File: src/rtl/line_point_sampler.sv
// line_point_sampler
// Scans the pixel stream, turns each qualifying mask pixel into one (x, y)
// sample for the regression stage, strobes tabulate_out once per frame after
// the last sample, then holds off new frames until the regression answers or
// the wait times out.
//
// Handshake: valid_out and tabulate_out are one-cycle strobes with no ready;
// the regression consumes every strobe it sees. regr_valid_in is a one-cycle
// strobe from the regression and is only acted on in WAIT_RESULT.
module line_point_sampler #(
    parameter int H_ACTIVE    = 1024,
    parameter int V_ACTIVE    = 768,
    parameter int Y_LIMIT     = 317,
    parameter int STRIDE_LOG2 = 0,
    parameter int MAX_POINTS  = 4096,
    parameter int TIMEOUT     = 2048
) (
    input  logic        clk_in,
    input  logic        rst_in,
    input  logic [10:0] hcount_in,
    input  logic [9:0]  vcount_in,
    input  logic        pixel_valid_in,
    input  logic        mask_in,
    input  logic        regr_valid_in,
    output logic [10:0] x_out,
    output logic [9:0]  y_out,
    output logic        valid_out,
    output logic        tabulate_out,
    output logic [12:0] count_out,
    output logic        busy_out,
    output logic        timeout_out,
    output logic [1:0]  state_out
);

    typedef enum logic [1:0] {
        S_IDLE    = 2'd0,
        S_COLLECT = 2'd1,
        S_FLUSH   = 2'd2,
        S_WAIT    = 2'd3
    } state_e;

    localparam int          TO_W     = $clog2(TIMEOUT) + 1;
    // Low column bits that must be zero; STRIDE_LOG2 = 0 gives an all-zero
    // mask, which disables the column filter.
    localparam logic [31:0] COL_MASK = (32'd1 << STRIDE_LOG2) - 32'd1;

    state_e            state_q;
    logic [10:0]       x_q;
    logic [9:0]        y_q;
    logic              valid_q;
    logic              tab_q;
    logic              timeout_q;
    logic [12:0]       count_q;
    logic [12:0]       point_cnt_q;
    logic [TO_W-1:0]   to_cnt_q;

    logic frame_start;
    logic frame_end;
    logic pix_ok;
    logic cap_ok;
    logic start_take;

    // Pixel classification: frame markers, qualification and sample cap.
    always_comb begin
        frame_start = pixel_valid_in && (hcount_in == 11'd0) && (vcount_in == 10'd0);
        frame_end   = pixel_valid_in
                      && (32'(hcount_in) == 32'(H_ACTIVE - 1))
                      && (32'(vcount_in) == 32'(V_ACTIVE - 1));
        pix_ok      = pixel_valid_in && mask_in
                      && (32'(vcount_in) < 32'(Y_LIMIT))
                      && ((32'(hcount_in) & COL_MASK) == 32'd0);
        cap_ok      = 32'(point_cnt_q) < 32'(MAX_POINTS);
        // On a frame start the count restarts from zero, so only a zero cap
        // can block the first pixel.
        start_take  = pix_ok && (MAX_POINTS > 0);
    end

    // Frame state machine with all outputs registered; strobes default low.
    always_ff @(posedge clk_in or negedge rst_in) begin
        if (!rst_in) begin
            state_q     <= S_IDLE;
            x_q         <= '0;
            y_q         <= '0;
            valid_q     <= 1'b0;
            tab_q       <= 1'b0;
            timeout_q   <= 1'b0;
            count_q     <= '0;
            point_cnt_q <= '0;
            to_cnt_q    <= '0;
        end else begin
            valid_q   <= 1'b0;
            tab_q     <= 1'b0;
            timeout_q <= 1'b0;
            case (state_q)
                S_IDLE, S_COLLECT: begin
                    if (frame_start) begin
                        // New frame (or restart after a lost frame end):
                        // count restarts and this pixel is evaluated too.
                        state_q <= frame_end ? S_FLUSH : S_COLLECT;
                        if (start_take) begin
                            x_q         <= hcount_in;
                            y_q         <= vcount_in;
                            valid_q     <= 1'b1;
                            point_cnt_q <= 13'd1;
                        end else begin
                            point_cnt_q <= 13'd0;
                        end
                    end else if (state_q == S_COLLECT && pixel_valid_in) begin
                        if (pix_ok && cap_ok) begin
                            x_q         <= hcount_in;
                            y_q         <= vcount_in;
                            valid_q     <= 1'b1;
                            point_cnt_q <= point_cnt_q + 13'd1;
                        end
                        if (frame_end) begin
                            state_q <= S_FLUSH;
                        end
                    end
                end
                S_FLUSH: begin
                    // Tabulate one cycle after the last possible sample so the
                    // two strobes never coincide.
                    if (point_cnt_q != 13'd0) begin
                        tab_q    <= 1'b1;
                        count_q  <= point_cnt_q;
                        to_cnt_q <= '0;
                        state_q  <= S_WAIT;
                    end else begin
                        state_q <= S_IDLE;
                    end
                end
                S_WAIT: begin
                    if (regr_valid_in) begin
                        state_q <= S_IDLE;
                    end else if (32'(to_cnt_q) == 32'(TIMEOUT - 1)) begin
                        timeout_q <= 1'b1;
                        state_q   <= S_IDLE;
                    end else begin
                        to_cnt_q <= to_cnt_q + 1'b1;
                    end
                end
                default: begin
                    state_q <= S_IDLE;
                end
            endcase
        end
    end

    // Output drive: registered values, busy is a decode of the state register.
    always_comb begin
        x_out        = x_q;
        y_out        = y_q;
        valid_out    = valid_q;
        tabulate_out = tab_q;
        count_out    = count_q;
        timeout_out  = timeout_q;
        busy_out     = (state_q != S_IDLE);
        state_out    = state_q;
    end

endmodule

File: config.mk
export PLATFORM = sky130hd
export DESIGN_NAME = line_point_sampler
export DESIGN_NICKNAME = d
export VERILOG_FILES = /design/src/rtl/line_point_sampler.sv
export SDC_FILE = /design/constraint.sdc
export NUM_CORES = 1
export LEC_CHECK = 0
export ABC_CLOCK_PERIOD_IN_PS = 1900
export BUFFER_PORTS_ARGS = -buffer_cell sky130_fd_sc_hd__buf_4
export CAP_MARGIN = 20
export CORE_ASPECT_RATIO = 1.2
export CORE_MARGIN = 8
export CORE_UTILIZATION = 40
export CTS_CLUSTER_DIAMETER = 200
export DETAILED_ROUTE_END_ITERATION = 8
export GPL_TIMING_DRIVEN = 0
export HOLD_SLACK_MARGIN = 0.12
export MAX_ROUTING_LAYER = met4
export PLACE_DENSITY_LB_ADDON = 0.3
export SYNTH_ARGS = -nofsm -noshare
export SYNTH_HDL_FRONTEND = slang
export SYNTH_SLANG_ARGS = --single-unit
File: constraint.sdc
create_clock -name clk_in -period 1.9 [get_ports clk_in]
set_input_delay 0.19 -clock clk_in [delete_from_list [all_inputs] [get_ports clk_in]]
set_output_delay 0.19 -clock clk_in [all_outputs]
set_load 0.02 [all_outputs]
### Word level (Yosys, flattened, before mapping)

Cells that the tools add are included.

| operators by class | value |
|---|---|
| add/subtract/negate cells | 2 |
| muxes and demuxes | 34 |
| eq/ne operators | 13 |
| reductions and logical operators | 22 |
| $lt $le $gt $ge | 2 |

Operator list:

| kind | number |
|---|---|
| 11-bit two-way mux | 4 |
| 10-bit two-way mux | 4 |
| 13-bit two-way mux | 3 |
| 12-bit two-way mux | 3 |
| 12-bit case mux with 2 select lines | 1 |
| 2-bit two-way mux | 7 |
| 13-bit by 1-bit adder with 13-bit output (second input constant) | 1 |
| 13-bit less-than comparator (second input constant) | 1 |
| 13-bit nonzero test | 1 |
| 12-bit by 1-bit adder with 12-bit output (second input constant) | 1 |
| 12-bit by 11-bit equality test with 1-bit output (second input constant) | 1 |
| 11-bit by 10-bit equality test with 1-bit output (second input constant) | 1 |
| 11-bit logical NOT | 1 |
| 1-bit two-way mux | 11 |
| 10-bit equality test (second input constant) | 1 |
| 10-bit logical NOT | 1 |
| 10-bit by 9-bit less-than comparator with 1-bit output (second input constant) | 1 |
| 3-bit inequality test (second input constant) | 3 |
| 1-bit logical AND | 8 |
| 4-bit AND reduction | 2 |
| 2-bit nonzero test | 4 |
| 2-bit inequality test (second input constant) | 3 |
| 2-bit case mux with 3 select lines | 1 |
| 3-bit AND reduction | 2 |
| 6 further kinds | 7 |

| word-level totals | value |
|---|---|
| word-level logic and storage cells | 82 |
| output and inout port bits | 40 |
| bits of input ports | 26 |
| flip-flop bits (word level) | 64 |

### Depth between registers and ports, before layout

Gate-level depths: netlist of the first run.

| logic depth | value |
|---|---|
| depth after elaboration | 7 |
| gate-level depth with buffers | 8 |
| mapped depth without buffers | 7 |

### Worst setup path after synthesis of the first run

No wires, ideal clock.

| path | value |
|---|---|
| kind | register to register |
| start point | register point_cnt_q[0] |
| end point | register count_q[10] (netlist: count_out[10]) |
| stages on the path, launching flop included | 8 |
| setup time | 0.125 ns |
| clock period less this slack | 2.117 ns |
| required time | 1.775 ns |
| path slack | -0.217 ns |
| arrival time | 1.992 ns |
| path buffers | 2 |
| cells stage by stage | dfrtp_1 > inv_1 > ha_1 > nor4b_1 > a311o_1 > clkbuf_1 > buf_1 > mux2_2 |

| on the way | value |
|---|---|
| longest elaborated chain between the ends | 2 |

Ends and longest elaborated chain:

| element | RTL line | text |
|---|---|---|
| start: declaration | 54 | `logic [12:0] point_cnt_q;` |
| start signal: assignment | 113 | `point_cnt_q <= point_cnt_q + 13'd1;` |
| 13-bit nonzero test | 123 | `if (point_cnt_q != 13'd0) begin` |
| 2-bit AND reduction (no source line) | - |  |
| end signal: assignment | 125 | `count_q <= point_cnt_q;` |
| end: declaration | 53 | `logic [12:0] count_q;` |

Every way passes these cells.
A chain may end at the register's enable or synchronous reset.

### Final worst setup path of the first run

| path | value |
|---|---|
| start point | register point_cnt_q[0] |
| end point | register count_q[4] (netlist: count_out[4]) |

Same word-level chain as after synthesis.

==> results_dict.tcl, run 1 <==
set metrics [dict create \
    wl_per_cell_um 17.3 \
    htree_levels 3 \
    grt_first_pass_wirelength_mm 14.2 \
    clock.fmax_mhz 536 \
    crit_type "reg -> reg" \
    drive_gt1_frac 0.377 \
    initial_core_util 0.406 \
    antenna_left 0 \
    rows 35 \
    drv_cap 0 \
    core_sq_mm 0.00753 \
    slew_viol_final 0 \
    setup_viol 0 \
    endpoint_kind "flip-flop" \
    finalPower_mw 5.24 \
    diodes 0 \
    cts_buffer_depth 2 \
    ios 66 \
    critPathSlowestCell "dfrtp_1" \
    cts_tree "done" \
    final_cell_area_sq_mm 0.00449 \
    rrSetupSlack_ps 40 \
    slew_headroom 0.459 \
    via_per_inst 5.40 \
    synth_warnings 0 \
    netlist.area_leader.share 0.523 \
    hold_viol 0 \
    cts_num_sinks 64 \
    min_period_over_period 0.981 \
    netlist_instances 280 \
    wirelength_mm 8.55 \
    dpl-instance-area_sq_mm 0.00369 \
    start_kind "flip-flop" \
    area_delta_synth_final_pct 46.8 \
    place.gp.congestion 0.934 \
    vias 2673 \
    path_buf_inv 4 \
    clk_pin_slew_worst_paths_ps 70 \
    outcome "completed" \
    die_area_sq_mm 0.0107 \
    synth_edf_count 0 \
    grt_pass1_vias 2815 \
    post-place-ws_ps -416 \
    fill_cells 629 \
    dr.pass1.iters 4 \
    antenna_found_initial 0 \
    cp_max_fo 6 \
    clk_latency_ps 350 \
    ys_seq_elements 64 \
    synth.distinct_cells 51 \
    overflow 0 \
    min_path_type "in -> reg" \
    synth_area_leader_cell "dfrtp_1" \
    grt_max_degree 65 \
    rsz0062_at_grt "true" \
    ir_drop_uv 771 \
    cpPeakStageDelay_ps 400 \
    drc 0 \
    cp_cell_sequence "inv_2, ha_4, nor4b_4, a311o_1, buf_6, buf_8, buf_8, mux2_2" \
    hpwl_mm 5.77 \
    clockRootBuffer "clkbuf_8" \
    whs_ps 255 \
    critPathRequiredTime_ps 2120 \
    ys_async_sr_fraction 1.00 \
    p_leak_nw 2.04 \
    arrival_ps 2090 \
    syn-num-nets 309 \
    port_buffers 65 \
    synthTopCellsByArea "dfrtp_1 52%, mux2_4 4.4%, mux2_2 3.7%" \
    drtIter0Drc 109 \
    fin_ws_ps 35.8 \
    cp_top_family "buffers and inverters" \
    tightest_slew_ps 811 \
    netlist_area_sq_mm 0.00306 \
    synthFlopType "dfrtp_1" \
    ys_seq_area_frac 0.523 \
    dieHeight_um 112 \
    syn_avg_cell_area_sq_um 10.9 \
    crit_top_cell "buf_8" \
    p_per_area_mw_per_mm2 1170 \
    nNetsFinal 427 \
    die_x_um 95.9 \
    track_usage 0.171 \
    fin_tns_setup_ps 0 \
    cts_buffers 9 \
    fin_skew_ps 13.6 \
    period_needed_ps 1860 \
]
[cell type report]
type                       count  area [sq um]  area share
sequential                    64          1600       0.357
multi-input combinational    194          1530       0.340
timing repair buffer         108           890       0.198
clock buffer                  10           128      0.0284
tap                           92           115      0.0256
clock inverter                 6           108      0.0240
buffer                         9          73.8      0.0164
inverter                      12          46.3      0.0103
[cells in the mapped netlist, types with 3 or more instances]
library cell   n
dfrtp_1       64
or4_1          3
nor3_1         9
mux2_4         9
a22o_1         8
or3_1          4
o31ai_1        7
inv_1         11
a211oi_1       3
clkbuf_1       6
mux2_2        10
nor2_1        16
nand3_1       10
nand4_1       10
nand2_1       24
o21ai_0       16
xnor2_1        7
a21oi_1        7
ha_1           3
nor4_1         9
o211ai_1       7
[registers in the layout (all words and copies together), names as in the netlist]
register / cells
count_out: 13
point_cnt_q: 13
to_cnt_q: 12
x_out: 11
y_out: 10
state_out: 2
tabulate_out: 1
timeout_out: 1
valid_out: 1
[cells by family after synthesis]
logic type	count (synthesis)	share of synthesized area
adders and majority gates	3	0.0123
buffers and inverters	22	0.0303
muxes	19	0.0809
xor gates and xnor gates	7	0.0200
DFF	64	0.523
AOI/OAI and AO/OA	65	0.156
and+or+nand+nor	100	0.177
[worst register-to-register path, delay by kind of cell (launching register included)]
| family | cells | cell delay, ps |
|---|---|---|
| mux | 1 | 330 |
| buf+inv | 4 | 450 |
| compound gates | 1 | 250 |
| simple gates | 1 | 170 |
| flops | 1 | 400 |
| fa+ha+maj | 1 | 130 |
[worst paths after layout]
| kind | from | endpoint | cells after the start |
|---|---|---|---|
| setup / recovery | point_cnt_q[0]$_DFFE_PN0P_ | count_out[4]$_DFFE_PN0P_ | 8 |
| hold / removal | vcount_in[2] | state_out[1]$_DFFE_PN0P_ | 5 |
| setup reg to reg | point_cnt_q[0]$_DFFE_PN0P_ | count_out[4]$_DFFE_PN0P_ | 8 |
| hold reg to reg | count_out[1]$_DFFE_PN0P_ | count_out[1]$_DFFE_PN0P_ | 2 |
| max in group asynchronous | rst_in | state_out[0]$_DFFE_PN0P_ | 2 |
| min in group asynchronous | rst_in | valid_out$_DFF_PN0_ | 2 |
[placed cells by master (no fill, tap or decap), drive strengths merged, types with 3 or more instances in the layout]
cell type / count
clkbuf: 14
nand3: 10
or4: 3
nand4: 10
a21oi: 7
inv: 11
dlygate4sd3: 22
o21ai: 16
or3: 4
a2111oi: 3
clkinv: 3
nand2: 24
nor4: 9
xnor2: 7
dfrtp: 64
o31ai: 7
ha: 3
mux2: 19
a211oi: 4
nor2: 16
nor3: 9
or2: 3
o211ai: 7
bufinv: 3
a21o: 3
buf: 91
a22o: 8
[layer usage]
metal | global-route usage | vias up | share of wire
li1 | - | 1278 | -
met1 | 0.217 | 1306 | 0.46
met2 | 0.258 | 74 | 0.47
met3 | 0.0336 | 15 | 0.043
met4 | 0.0740 | 0 | 0.019
met5 | - | - | 0
[where the power goes]
group | internal (mW) | switching [mW]
sequential | 1.70 | 0.284
combinational | 0.934 | 0.919
clock | 0.867 | 0.527
total | 3.51 | 1.73
[stage by stage]
| step | util | std cells |
|---|---|---|
| 6_report | 0.596 | 495 |
| 2_1_floorplan | - | 280 |
| 5_1_grt | 0.596 | 495 |
| 4_1_cts | 0.577 | 488 |
| 3_5_place_dp | 0.490 | 437 |
| 3_3_place_gp | 0.490 | 437 |
[repair_timing]
item                                   in CTS  in global routing
endpoints found under the hold margin      85                  0
setup endpoints to repair                  35                 37
hold buffers                               22                  0
pin swaps                                   4                  4
resized for setup                          21                 22
cloned                                      2                  0
buffers inserted                           12                  7
Note: power is estimated with default switching activity, not from simulation.
==> inputs of run 2 (changes only) <==
--- a/config.mk
+++ b/config.mk
@@ -5,6 +5,7 @@
 export SDC_FILE = /design/constraint.sdc
 export NUM_CORES = 1
 export LEC_CHECK = 0
+export ABC_AREA = 1
 export ABC_CLOCK_PERIOD_IN_PS = 1900
 export BUFFER_PORTS_ARGS = -buffer_cell sky130_fd_sc_hd__buf_4
 export CAP_MARGIN = 20
==> constraint.sdc (replaced) <==
create_clock -name clk_in -period 1.9 [get_ports clk_in]
set_input_delay 0.285 -clock clk_in [delete_from_list [all_inputs] [get_ports clk_in]]
set_output_delay 0.285 -clock clk_in [all_outputs]
set_load 0.02 [all_outputs]
==> run 2 against run 1 <==
Compared with the run above:
- design area shrank 1.6%
- flip-flop and latch count is the same
- fmax grew 8.0%
==> results_dict.tcl, run 2 <==
set metrics [dict create \
    min_path_type "in -> reg" \
    overflow 0 \
    layout.area.seq_sq_mm 0.00160 \
    synth_warnings 0 \
    seq_power_share 0.502 \
    dr.pass1.iters 4 \
    synthFlopType "dfrtp_1" \
    rows 37 \
    ios 66 \
    final_cell_area_sq_mm 0.00442 \
    multi_input_area_sq_mm 0.00168 \
    critPathSlowestCell "dfrtp_1" \
    groute.layer.met3.usage 0.0229 \
    grt_pass1_vias 3281 \
    synth_top_family_by_area "simple AND/OR/NAND/NOR gates" \
    grt_use_met1 0.187 \
    setup_viol 0 \
    cts_buffer_depth 2 \
    r2r_end "to_cnt_q[10]$_DFFE_PN0P_" \
    wirelength_mm 9.13 \
    area_delta_synth_final_pct 25.5 \
    fin_tns_setup_ps 0 \
    htree_levels 3 \
    synth.area.mux_share 0 \
    netlist.area_leader.share 0.455 \
    period_needed_ps 1730 \
    endpoint_kind "flip-flop" \
    pwr-share-clk 0.449 \
    post-place-ws_ps -88.0 \
    ir_drop_uv 315 \
    diodes 0 \
    outcome "completed" \
    port_buffers 65 \
    antenna_found_initial 0 \
    arrival_ps 1940 \
    reg2reg_from "to_cnt_q[1]$_DFFE_PN0P_" \
    grt-busiest-layer "met2" \
    cts_tree "done" \
    initial_core_util 0.411 \
    min_period_over_period 0.909 \
    synth_edf_count 0 \
    via_per_inst 4.80 \
    vias 3334 \
    synthTopCellsByArea "dfrtp_1 45%, nand2_1 20%, nand3_1 7.4%" \
    p_per_area_mw_per_mm2 615 \
    fill_cells 855 \
    drive_gt1_frac 0.192 \
    die_area_sq_mm 0.0121 \
    synth_compound_area_frac 0.0416 \
    antenna_left 0 \
    finalPower_mw 2.72 \
    holdPathStages 3 \
    ys_seq_area_frac 0.455 \
    drtIter0Drc 116 \
    crit_path_end "to_cnt_q[10]$_DFFE_PN0P_" \
    cts_num_sinks 64 \
    layout_common_cells "186 x nand2_1, 71 x buf_4, 66 x nor2_1" \
    ys_seq_elements 64 \
    drc 0 \
    grt_max_degree 65 \
    tightest_slew_ps 809 \
    syn_avg_cell_area_sq_um 7.13 \
    die_x_um 102 \
    netlist_area_sq_mm 0.00352 \
    cp-startpoint "to_cnt_q[1]$_DFFE_PN0P_" \
    rsz0062_at_grt "false" \
    whs_ps 200 \
    power_frac_comb 0.049 \
    start_kind "flip-flop" \
    cp_cell_sequence "ha_2, nand2_1, nor2_2, nand2_1, nor2_2, nand2_1, nand3_4, buf_6, o21ai_0" \
    critPathRequiredTime_ps 2120 \
    swShare 0.221 \
    layout_commonest_cell "nand2_1" \
    synthAdderAreaFrac 0.0107 \
    crit_type "reg -> reg" \
    fin_skew_ps 7.73 \
    syn-num-nets 523 \
    netlist_instances 494 \
    clockRootBuffer "clkbuf_8" \
    clk_latency_ps 340 \
    p_switching_mw 0.600 \
    cpPeakStageDelay_ps 390 \
    hold_viol 0 \
    slew_headroom 0.461 \
    synth_area_leader_cell "dfrtp_1" \
    cts_buffers 9 \
    hold_path.startpoint "vcount_in[3]" \
    yosysMostFrequentCell "nand2_1" \
    nNetsFinal 603 \
    reg2reg_depth 9 \
    clk_pin_slew_worst_paths_ps 70 \
    cp_max_fo 10 \
    clock.fmax_mhz 579 \
    rrSetupSlack_ps 170 \
    synthXorXnorAreaFrac 0.0224 \
    hpwl_mm 6.83 \
    track_usage 0.163 \
    fin_ws_ps 173 \
    crit_top_cell "nand2_1" \
    drv_cap 0 \
    p_leak_nw 2.29 \
    dpl-instance-area_sq_mm 0.00416 \
    grt_first_pass_wirelength_mm 15.4 \
    use_met2 0.266 \
    synth-simple-area-share 0.398 \
    wl_per_cell_um 13.1 \
    synth_common_cells "187 x nand2_1, 68 x nor2_1, 64 x dfrtp_1, 52 x nand3_1, 43 x inv_1" \
    synth.distinct_cells 24 \
    core_sq_mm 0.00856 \
    place.gp.congestion 0.900 \
    p_int_mw 2.12 \
    ys_async_sr_fraction 1.00 \
    dieHeight_um 119 \
    slew_viol_final 0 \
]
## run 2: cell count changes in the layout (fill, tap and decap cells not counted), moves of 8 or more
cell           change
dlygate4sd3_1     -20
nand2_1          +162
mux2_4            -12
nor2_1            +51
inv_1             +34
xor2_1             +8
o21ai_0           +10
nand3_1           +42
a22o_1             -8
buf_4             -12
## run 2: final cells by class
cell class | count | area share
well taps | 117 | 0.0331
clock inverters | 3 | 0.00906
clock buffers | 12 | 0.0374
plain buffers | 12 | 0.0215
multi-input cells | 374 | 0.381
flip-flops and latches | 64 | 0.363
inverters | 44 | 0.0374
repair buffers | 69 | 0.118
## run 2: layer usage
metal | up-vias | share of wire
li1 | 1720 | -
met1 | 1530 | 0.43
met3 | 14 | 0.044
met5 | - | 0
met4 | 0 | 0.025
met2 | 70 | 0.50
## run 2: critical path, delay by kind of cell, from the launching register on
family	cells	cell delay (ps)
and+or+nand+nor	6	760
AOI/OAI and AO/OA	1	80
adders and majority gates	1	220
DFF	1	390
buffers and inverters	1	160
## run 2: repair_timing
action	CTS	global route
pin swaps	0	1
setup endpoints to repair	13	23
hold endpoints to repair	65	0
hold buffers	2	0
resized for setup	4	4
buffers inserted	0	2
## run 2: logic make-up (layout without fill, tap and decap cells)
logic type	Yosys count	after routing
AOI/OAI and AO/OA	27	27
xor gates and xnor gates	9	9
adders and majority gates	3	3
buffers and inverters	56	140
DFF	64	64
and+or+nand+nor	335	335
## run 2: power by group through the flow
stage	Clock [mW]	Sequential, mW	Combinational [mW]
3_3_place_gp	0	1.39	0.131
5_1_grt	1.31	1.36	0.151
3_5_place_dp	0	1.39	0.132
4_1_cts	1.25	1.36	0.136
2_1_floorplan	0	1.39	0.0364
6_report	1.22	1.36	0.134
## run 2: how the worst min path moves through the flow
stage,endpoint,slack [ps]
finish,y_out[3]$_DFFE_PN0P_,200
global route,y_out[8]$_DFFE_PN0P_,190
CTS,y_out[2]$_DFFE_PN0P_,190
detailed placement,y_out[4]$_DFFE_PN0P_,440
global placement,y_out[5]$_DFFE_PN0P_,420
floorplan,count_out[0]$_DFFE_PN0P_,-10
## run 2: per-stage QoR
stage / cells / util
after floorplan: 494 / -
after global placement: 676 / 0.485
after detailed placement: 676 / 0.485
after CTS: 693 / 0.513
after global routing: 695 / 0.516
final: 695 / 0.516
==> inputs of run 3 (changes only) <==
--- a/config.mk
+++ b/config.mk
@@ -5,14 +5,14 @@
 export SDC_FILE = /design/constraint.sdc
 export NUM_CORES = 1
 export LEC_CHECK = 0
-export ABC_AREA = 1
+export ABC_AREA = 0
 export ABC_CLOCK_PERIOD_IN_PS = 1900
 export BUFFER_PORTS_ARGS = -buffer_cell sky130_fd_sc_hd__buf_4
 export CAP_MARGIN = 20
 export CORE_ASPECT_RATIO = 1.2
 export CORE_MARGIN = 8
 export CORE_UTILIZATION = 40
-export CTS_CLUSTER_DIAMETER = 200
+export CTS_CLUSTER_DIAMETER = 50
 export DETAILED_ROUTE_END_ITERATION = 8
 export GPL_TIMING_DRIVEN = 0
 export HOLD_SLACK_MARGIN = 0.12
==> run 3 against run 2 <==
Compared with the run above:
- clock power is 4% lower
- first-iteration DRC count is 16% lower
- flip-flop and latch count stayed put
- sequential power is 46% higher
- via count is 22% lower
- fmax is 8.2% lower
- clock-buffer cell count is 2 lower
- global-route usage is 0.34 points higher
- power is 81% higher
- non-clock buffer count is 13 higher
- die area is 11% lower
- clock skew is 3.4 ps higher
==> results_dict.tcl, run 3 (synthesis gave the netlist of run 1 again) <==
set metrics [dict create \
    slew_headroom 0.463 \
    layout_common_cells "79 x buf_4, 63 x dfrtp_1, 23 x nand2_1" \
    place.gp.congestion 0.915 \
    endpoint_kind "flip-flop" \
    crit_top_cell "buf_8" \
    rsz0062_at_grt "true" \
    die_x_um 95.9 \
    initial_core_util 0.406 \
    vias 2608 \
    grt_first_pass_wirelength_mm 13.7 \
    wl_per_cell_um 17.6 \
    core_sq_mm 0.00753 \
    grt_max_degree 65 \
    dieHeight_um 112 \
    nNetsFinal 404 \
    cts_tree "done" \
    slew_viol_final 0 \
    critPathSlowestCell "a311o_2" \
    cts_buffer_depth 2 \
    drc 0 \
    clock.fmax_mhz 532 \
    whs_ps 170 \
    cpPeakStageDelay_ps 450 \
    cp_top_family "compound AO/OA/AOI/OAI gates" \
    area_delta_synth_final_pct 38.6 \
    setup_viol 0 \
    cp_cell_sequence "inv_2, ha_4, nor4b_4, a311o_2, buf_8, buf_8, mux2_4" \
    cp_max_fo 8 \
    arrival_ps 2110 \
    overflow 0 \
    diodes 0 \
    p_per_area_mw_per_mm2 1160 \
    hpwl_mm 5.71 \
    period_needed_ps 1880 \
    cts_num_sinks 64 \
    outcome "completed" \
    clk_pin_slew_worst_paths_ps 80 \
    start_kind "flip-flop" \
    drtIter0Drc 97 \
    min_path_type "in -> reg" \
    antenna_left 0 \
    drv_cap 0 \
    htree_levels 3 \
    min_period_over_period 0.990 \
    ir_drop_uv 733 \
    wirelength_mm 8.30 \
    use_met2 0.243 \
    grt-busiest-layer "met2" \
    path_buf_inv 3 \
    via_per_inst 5.53 \
    clk_latency_ps 350 \
    crit_type "reg -> reg" \
    cts_buffers 9 \
    critPathRequiredTime_ps 2130 \
    fin_skew_ps 11.1 \
    hold_viol 0 \
    groute.layer.met3.usage 0.0276 \
    clockRootBuffer "clkbuf_8" \
    fin_ws_ps 19.5 \
    track_usage 0.166 \
    fill_cells 661 \
    post-place-ws_ps -413 \
    ios 66 \
    die_area_sq_mm 0.0107 \
    antenna_found_initial 0 \
    rows 35 \
    grt_use_met1 0.214 \
    layout_commonest_cell "buf_4" \
    grt_pass1_vias 2820 \
    dr.pass1.iters 4 \
    p_leak_nw 1.94 \
    port_buffers 65 \
    drive_gt1_frac 0.403 \
    tightest_slew_ps 806 \
]
[run 3: changes by cell type in the layout (fill, tap and decap cells not counted), moves of 8 or more]
cell / delta
buf_4: +8
nor2_1: -51
mux2_4: +15
nand3_1: -42
inv_1: -34
a22o_1: +8
o21ai_0: -16
xor2_1: -8
nand2_1: -163
[run 3: layout make-up]
| class | count | area, sq um | area share |
|---|---|---|---|
| plain buffers | 10 | 95.1 | 0.0224 |
| repair buffers | 84 | 659 | 0.155 |
| inverters | 12 | 46.3 | 0.0109 |
| clock inverters | 6 | 70.1 | 0.0165 |
| clock buffers | 10 | 128 | 0.0301 |
| well taps | 92 | 115 | 0.0271 |
| multi-input cells | 194 | 1530 | 0.360 |
| flip-flops and latches | 64 | 1600 | 0.378 |
[run 3: power breakdown]
part           total, mW  switching [mW]  internal (mW)
clock network       1.17           0.563          0.610
registers           1.98           0.272           1.70
logic               1.78           0.900          0.880
total               4.93            1.73           3.19
[run 3: through the flow]
step                setup TNS, ps  area (sq um)  utilization  instances  power [mW]
finish                          0          4240        0.563        472        4.93
CTS                             0          4110        0.545        467        4.91
floorplan                    -865          3090            -        280        2.82
global placement           -14150          3690        0.491        437        3.53
global route                 -977          4240        0.563        472        5.19
detailed placement         -15720          3690        0.491        437        3.56
[run 3: final timing paths]
kind                                            end                       start  slack (ps)  cells after the start
setup / recovery           count_out[6]$_DFFE_PN0P_  point_cnt_q[0]$_DFFE_PN0P_          20                      7
hold / removal                 x_out[8]$_DFFE_PN0P_                hcount_in[8]         170                      2
setup reg to reg           count_out[6]$_DFFE_PN0P_  point_cnt_q[0]$_DFFE_PN0P_          20                      7
hold reg to reg            count_out[8]$_DFFE_PN0P_    count_out[8]$_DFFE_PN0P_         490                      2
max in group asynchronous  state_out[0]$_DFFE_PN0P_                      rst_in         760                      2
min in group asynchronous       valid_out$_DFF_PN0_                      rst_in         580                      2
[run 3: layer usage]
layer  share of wire  wire length (um)  vias to the layer above
li1                -                 -                     1235
met1            0.46              3810                     1279
met2            0.48              3990                       80
met3           0.040               330                       14
met4           0.021               173                        0
met5               0                 0                        -
[run 3: timing repair]
item / 4_1_cts / 5_1_grt
endpoints found under the hold margin: 65 / 0
pin swaps: 4 / 5
cloned: 1 / 0
gates resized for setup: 27 / 38
endpoints found under the setup margin: 33 / 45
setup buffers: 11 / 5
hold buffers: 2 / 0
